### src/rtl/seq_rf_arb_2req.sv
// Two-requester sequencer sharing one 1R/1W register file.
// The read port and the write port each have their own round-robin arbiter.
// Each requester keeps at most one registered response outstanding.

// Two-way round-robin pick: a single candidate always wins, and a tie goes to prio.
module seq_rf_arb_2req_pick (
  input  logic [1:0] cand,
  input  logic       prio,
  output logic [1:0] gnt,
  output logic       prio_d
);
  // Resolve the grant, then point prio at the requester that did not win.
  always_comb begin
    gnt    = 2'b00;
    prio_d = prio;
    case (cand)
      2'b01:   gnt = 2'b01;
      2'b10:   gnt = 2'b10;
      2'b11:   gnt = prio ? 2'b10 : 2'b01;
      default: gnt = 2'b00;
    endcase
    if (gnt != 2'b00) prio_d = gnt[0];
  end
endmodule

// Response register for one requester.
// A grant loads it, a consume clears valid, and otherwise it holds.
module seq_rf_arb_2req_resp #(
  parameter int DATA_W = 8
) (
  input  logic              clk,
  input  logic              reset_n,
  input  logic              gnt,
  input  logic              is_wr,
  input  logic              resp_rdy,
  input  logic [DATA_W-1:0] rd_data,
  output logic              resp_val,
  output logic [DATA_W-1:0] resp_data
);
  logic              resp_val_q, resp_val_d;
  logic [DATA_W-1:0] resp_data_q, resp_data_d;

  // Next response state.
  // A new grant refills the slot in the same cycle the old response is consumed.
  // Write acks return zero data.
  always_comb begin
    resp_val_d  = resp_val_q;
    resp_data_d = resp_data_q;
    if (gnt) begin
      resp_val_d  = 1'b1;
      resp_data_d = is_wr ? '0 : rd_data;
    end else if (resp_rdy) begin
      resp_val_d  = 1'b0;
    end
  end

  // Response register. An asynchronous reset drops any pending response.
  always_ff @(posedge clk or negedge reset_n) begin
    if (!reset_n) begin
      resp_val_q  <= 1'b0;
      resp_data_q <= '0;
    end else begin
      resp_val_q  <= resp_val_d;
      resp_data_q <= resp_data_d;
    end
  end

  assign resp_val  = resp_val_q;
  assign resp_data = resp_data_q;
endmodule

module seq_rf_arb_2req #(
  parameter int DATA_W = 8,
  parameter int ADDR_W = 3
) (
  input  logic                clk,
  input  logic                reset_n,
  input  logic [1:0]          req_val,
  output logic [1:0]          req_rdy,
  input  logic [1:0]          req_wr,
  input  logic [2*ADDR_W-1:0] req_addr,
  input  logic [2*DATA_W-1:0] req_data,
  output logic [1:0]          resp_val,
  input  logic [1:0]          resp_rdy,
  output logic [2*DATA_W-1:0] resp_data,
  output logic [ADDR_W-1:0]   rf_read_addr,
  input  logic [DATA_W-1:0]   rf_read_data,
  output logic                rf_write_en,
  output logic [ADDR_W-1:0]   rf_write_addr,
  output logic [DATA_W-1:0]   rf_write_data
);
  logic [1:0][ADDR_W-1:0] addr_a;
  logic [1:0][DATA_W-1:0] data_a;
  logic [1:0][DATA_W-1:0] resp_data_a;
  logic [1:0]             elig, rd_cand, wr_cand, rd_gnt, wr_gnt;
  logic                   rd_prio_q, rd_prio_d, wr_prio_q, wr_prio_d;

  assign addr_a    = req_addr;
  assign data_a    = req_data;
  assign resp_data = resp_data_a;

  // A requester may issue only when its response slot is empty or being drained now.
  // This puts resp_rdy on a combinational path to req_rdy.
  assign elig    = req_val & (~resp_val | resp_rdy);
  assign rd_cand = elig & ~req_wr;
  assign wr_cand = elig & req_wr;

  seq_rf_arb_2req_pick u_rd_pick (
    .cand(rd_cand), .prio(rd_prio_q), .gnt(rd_gnt), .prio_d(rd_prio_d)
  );
  seq_rf_arb_2req_pick u_wr_pick (
    .cand(wr_cand), .prio(wr_prio_q), .gnt(wr_gnt), .prio_d(wr_prio_d)
  );

  // Each requester is either reading or writing, so it wins at most one port.
  assign req_rdy = rd_gnt | wr_gnt;

  // Steer the winners onto the RF ports. Idle ports drive zero.
  always_comb begin
    rf_read_addr  = '0;
    rf_write_en   = 1'b0;
    rf_write_addr = '0;
    rf_write_data = '0;
    if (rd_gnt[1])      rf_read_addr = addr_a[1];
    else if (rd_gnt[0]) rf_read_addr = addr_a[0];
    if (wr_gnt[1]) begin
      rf_write_en   = 1'b1;
      rf_write_addr = addr_a[1];
      rf_write_data = data_a[1];
    end else if (wr_gnt[0]) begin
      rf_write_en   = 1'b1;
      rf_write_addr = addr_a[0];
      rf_write_data = data_a[0];
    end
  end

  // Priority pointers. Requester 0 is favoured out of reset.
  always_ff @(posedge clk or negedge reset_n) begin
    if (!reset_n) begin
      rd_prio_q <= 1'b0;
      wr_prio_q <= 1'b0;
    end else begin
      rd_prio_q <= rd_prio_d;
      wr_prio_q <= wr_prio_d;
    end
  end

  // One response register per requester.
  // A read captures the RF read data in its grant cycle, so a same-cycle write is forwarded by the RF.
  for (genvar i = 0; i < 2; i++) begin : g_resp
    seq_rf_arb_2req_resp #(.DATA_W(DATA_W)) u_resp (
      .clk      (clk),
      .reset_n  (reset_n),
      .gnt      (req_rdy[i]),
      .is_wr    (req_wr[i]),
      .resp_rdy (resp_rdy[i]),
      .rd_data  (rf_read_data),
      .resp_val (resp_val[i]),
      .resp_data(resp_data_a[i])
    );
  end
endmodule
### config.mk
export PLATFORM = sky130hd
export DESIGN_NAME = seq_rf_arb_2req
export DESIGN_NICKNAME = d
export VERILOG_FILES = /design/src/rtl/seq_rf_arb_2req.sv
export SDC_FILE = /design/constraint.sdc
export NUM_CORES = 1
export LEC_CHECK = 0
export ABC_AREA = 0
export CAP_MARGIN = 25
export CELL_PAD_IN_SITES_DETAIL_PLACEMENT = 1
export CELL_PAD_IN_SITES_GLOBAL_PLACEMENT = 2
export CORE_MARGIN = 1.5
export CORE_UTILIZATION = 20
export CTS_BUF_LIST = sky130_fd_sc_hd__clkbuf_4
export DETAILED_ROUTE_END_ITERATION = 16
export PLACE_DENSITY_LB_ADDON = 0.1
export SLEW_MARGIN = 20
export SYNTH_ARGS = -nofsm -noshare
export SYNTH_HDL_FRONTEND = slang
export SYNTH_SLANG_ARGS = --single-unit
### constraint.sdc
create_clock -name clk -period 1.7 [get_ports clk]
set_input_delay 0.17 -clock clk [delete_from_list [all_inputs] [get_ports clk]]
set_output_delay 0.17 -clock clk [all_outputs]
set_load 0.03 [all_outputs]
# Yosys cells after proc, flatten, opt, wreduce, memory -nomap -nowiden
# Cells that the tools add are included.
# totals
ff_bits	20
in_bits	38
out_inout_bits	35
# classes
n_eq_ne	6
bitwise_logic	7
n_reduce_logical	4
n_mux	18
# ops
operator	n
$mux W8	4
$mux W3	4
$pmux W2 S3	2
$eq A2 B2 Y1 const B	4
$reduce_bool A2 Y1	4
$and A2 B2 Y2	3
$mux W1	6
$eq A2 B1 Y1 const B	2
$mux W2	2
$not A2 Y2	2
$or A2 B2 Y2	2

# Longest topological paths before layout
# depth
word_depth	8
depth_mapped	6

# Modules after synthesis
# A second synthesis with hierarchy kept.
# hier_totals
cells_unflattened	116
area_unflattened_um2	1074.8
# modules_own_cells
module	n_inst	seq_area_each_um2	cells_per_inst	area_per_inst_um2
seq_rf_arb_2req_resp	2	225.2	34	369.1
seq_rf_arb_2req	1	50.0	38	281.5
seq_rf_arb_2req_pick	2	0.0	5	27.5

# Least setup slack after synthesis
# OpenSTA, ideal clock, no wires.
# synth_path
path_type	register -> output
start	reg g_resp[1].u_resp.resp_val_q
end	out rf_write_addr[0]
n_path_buf	1
t_arrival_ns	1.303
slack_ns	0.227
t_required_ns	1.530
path_stages_with_launch	6
path_cell_list	dfrtp_1 -> nand2b_4 -> and2_1 -> a31oi_1 -> buf_2 -> a22o_1
# synth_via
elab_chain_len	8
# synth_lines
item	line	text
start, declared	40	logic resp_val_q, resp_val_d;
start signal, assigned	63	resp_val_q <= resp_val_d;
$not A2 Y2 (*)	104	assign elig = req_val & (~resp_val | resp_rdy);
$or A2 B2 Y2 (*)	104	
$and A2 B2 Y2 (*)	104	
$and A2 B2 Y2 (*)	106	assign wr_cand = elig & req_wr;
$eq A2 B2 Y1 or $eq A2 B1 Y1 (tied branches)	16	case (cand)
$pmux W2 S3 (*)	16	
$mux W3	130	end else if (wr_gnt[0]) begin
$mux W3 (*)	126	if (wr_gnt[1]) begin
end, declared	89	output logic [ADDR_W-1:0] rf_write_addr,
# Every way passes the cells marked *; elsewhere a longest branch is shown, timed or not.

# Worst setup path after layout
# layout_path
start	reg g_resp[0].u_resp.resp_val_q
end	out rf_read_addr[0]
# layout_via
elab_chain_len	8
# layout_lines
item	line	text
start, declared	40	
start signal, assigned	63	
$not A2 Y2 (*)	104	
$or A2 B2 Y2 (*)	104	
$and A2 B2 Y2 (*)	104	
$and A2 B2 Y2 (*)	105	assign rd_cand = elig & ~req_wr;
$eq A2 B2 Y1 or $eq A2 B1 Y1 (tied branches)	16	
$pmux W2 S3 (*)	16	
$mux W3	125	else if (rd_gnt[0]) rf_read_addr = addr_a[0];
$mux W3 (*)	124	if (rd_gnt[1]) rf_read_addr = addr_a[1];
end, declared	86	output logic [ADDR_W-1:0] rf_read_addr,
# Marks and branches as above.

==> flow_summary.yaml <==
synthesis:
  synth_ff_type: "dfrtp_1"
  synth_top_family_by_area: "compound AO/OA/AOI/OAI gates"
  yosys.area.top_type: "dfrtp_1"
  yosys.area_share.xor_xnor: 0
  synth.top_cells.by_area: "dfrtp_1 48%, a22o_1 25%, buf_4 2.9%, nand2b_4 2.6%, buf_2 1.9%"
  syn_nets: 129
  yosysMostFrequentCell: "a22o_1"
  synth_area_um2: 1040
  synth_top_area_frac: 0.481
  synth_common_cells: "30 x a22o_1, 20 x dfrtp_1, 5 x nand2_1"
  synth_compound_area_frac: 0.319
  ys_seq_area_frac: 0.481
  synth_edf_count: 0
  synth_cells: 91
  synth_cell_types: 25
  ys_seq_elements: 20
  synthAdderAreaFrac: 0
  avgSynthCellArea_um2: 11.4
  async_flop_share: 1.00
  muxShareOfSynthArea: 0
  yosysWarnings: 0
  synth-simple-area-share: 0.127
layout:
  n_antenna_cell: 0
  multi_input_area_um2: 577
  final_cell_count_no_fill: 251
  design_area_um2: 2150
  layout.nets: 220
  ff_latch_area_um2: 500
  utilization: 0.424
  fillerInstances: 561
  areaGrowthSynthToFinish_pct: 106
  drive_above_1_share: 0.354
power:
  power_mw: 1.75
  ir_drop_mv: 0.580
  p_leak_nw: 0.956
  p_per_area_nw_per_um2: 814
worst_setup_path:
  cp-start-kind: "register"
  crit_type: "reg -> out"
  r2r-start: "g_resp[0].u_resp.resp_val"
  reg2regPathDepth: 6
  crit_buf_inv: 2
  r2r-end: "g_resp[1].u_resp.resp_data[5]"
  critPathTopFamily: "compound AO/OA/AOI/OAI gates"
  end_kind: "primary output"
  path_max_fanout: 4
  r2r_slack_ns: 0.12
  worstPathRequired_ns: 1.53
  critPathSlowestCell: "dfrtp_1"
  crit_chain: "nand2b_4 -> buf_6 -> nand2_4 -> o311a_4 -> a22o_1 -> buf_6"
  critPathMaxStageDelay_ns: 0.44
  cp_common_cell: "buf_6"
  critPathArrivalTime_ns: 1.70
placed_design:
  postPlaceCellArea_um2: 1870
  dp_worst_setup_slack_ns: -0.418
  place.detailed.hpwl_um: 2870
  portBuffers: 72
  dpl.cell_count: 240
  gp_congestion: 0.701
floorplanning:
  start_util: 0.205
  die_width_um: 75.1
  pin_count: 73
  die_area_um2: 5650
  fp.dieH_um: 75.1
  row_count: 26
  coreArea_um2: 5070
sta:
  rsz0062_at_grt: "true"
  slew_viol_final: 0
  period_share: 1.10
  fin_ws_ns: -0.172
  hold_viol_final: 0
  period_needed_ns: 1.87
  fmax_mhz: 534
  finalClockSkew_ns: 0.00184
  slew_headroom: 0.773
  max_slew.worst_pin.slew_ns: 0.339
  setup_viol: 14
clock_network:
  cts.sinks: 20
  clk_latency_ns: 0.30
  cts_tree: "done"
  clkTransAtPathRegs_ns: 0.12
  hold_buffers: 0
  clockRootBuffer: "clkbuf_4"
  cts_made_buffers: 3
  cts_max_level: 1
  ctsLongestPathBuffers: 2
run_status:
  status: "finished with violations"
  violations: "negative setup slack"
global_routing:
  first_global_vias: 1207
  grt-ovfl-total: 0
  antenna_found_initial: 0
  grt_pass1_wl_um: 5990
  grt_max_degree: 21
  track_usage: 0.140
route:
  drt_iter0_markers: 35
  detail-route-antenna-nets: 0
  dr.pass1.iters: 3
  drcViolationCount: 0
  via_per_inst: 4.52
  routedWlPerCell_um: 16.0
  wirelength_um: 4020
  routed-via-count: 1135
worst_hold_path:
  hp-class: "in -> async"
job:
  max-cap-violations: 0
worst max-delay path by stage:
stage | startpoint | endpoint | slack, ns | cells past startpoint
floorplan | g_resp[1].u_resp.resp_val | rf_write_addr[0] | 0.23 | 5
global placement | resp_rdy[0] | rf_write_data[6] | -0.36 | 6
detailed placement | req_wr[1] | rf_write_data[2] | -0.42 | 5
CTS | g_resp[0].u_resp.resp_val | rf_read_addr[0] | -0.22 | 6
global route | g_resp[0].u_resp.resp_val | rf_read_addr[0] | -0.24 | 6
finish | g_resp[0].u_resp.resp_val | rf_read_addr[0] | -0.17 | 6
registers in the layout, summed over array words and instances (netlist names):
name	count
rd_prio_q	1
g_resp.u_resp.resp_val	2
g_resp.u_resp.resp_data	16
wr_prio_q	1
placed cells by master, fill, tap and decap left out, drive strengths merged:
master / n
a21o: 1
a22o: 30
a31oi: 2
and2: 1
and3: 1
and4: 2
buf: 39
bufinv: 1
clkbuf: 3
clkdlybuf4s50: 54
dfrtp: 20
dlygate4sd2: 1
inv: 4
nand2: 6
nand2b: 2
nand3: 3
nor2: 3
nor3: 2
nor3b: 1
o211ai: 1
o21ai: 1
o21ba: 1
o21bai: 1
o311a: 1
metrics by stage:
| stage | hold WS, ns | setup TNS, ns |
|---|---|---|
| final | 0.197 | -1.60 |
| after global routing | 0.202 | -2.95 |
| after CTS | 0.198 | -2.80 |
| after detailed placement | 0.485 | -7.41 |
| after global placement | 0.485 | -6.78 |
| after floorplan | -0.126 | 0 |
repair_timing:
action                                  4_1_cts  5_1_grt
cloned                                        0        2
setup buffers                                 5        2
endpoints found under the setup margin       16       16
pin swaps                                     5        7
gates resized for setup                      32       11
power breakdown:
group | internal (mW) | switching, mW
clock | 0.238 | 0.153
sequential | 0.542 | 0.0505
combinational | 0.384 | 0.382
total | 1.16 | 0.586
cell type report:
| cell class | instances | share of cell area |
|---|---|---|
| Multi-Input combinational cell | 59 | 0.268 |
| Clock inverter | 1 | 0.0140 |
| Sequential cell | 20 | 0.233 |
| Clock buffer | 3 | 0.0105 |
| Timing Repair Buffer | 94 | 0.427 |
| Tap cell | 70 | 0.0407 |
| Inverter | 4 | 0.00698 |
logic make-up after synthesis:
kind of cell,after synthesis
compound gates,38
buf+inv,13
flops,20
simple gates,20
layer usage:
layer | wire length [um] | vias to the layer above | track usage | part of all wire
li1 | - | 526 | - | -
met1 | 1680 | 581 | 0.182 | 0.42
met2 | 2170 | 26 | 0.238 | 0.54
met3 | 160 | 2 | 0.0388 | 0.040
met4 | 18 | 0 | 0.0218 | 0.0045
met5 | 0 | - | 0 | 0
No activity file was read; power rests on OpenSTA's default activity.
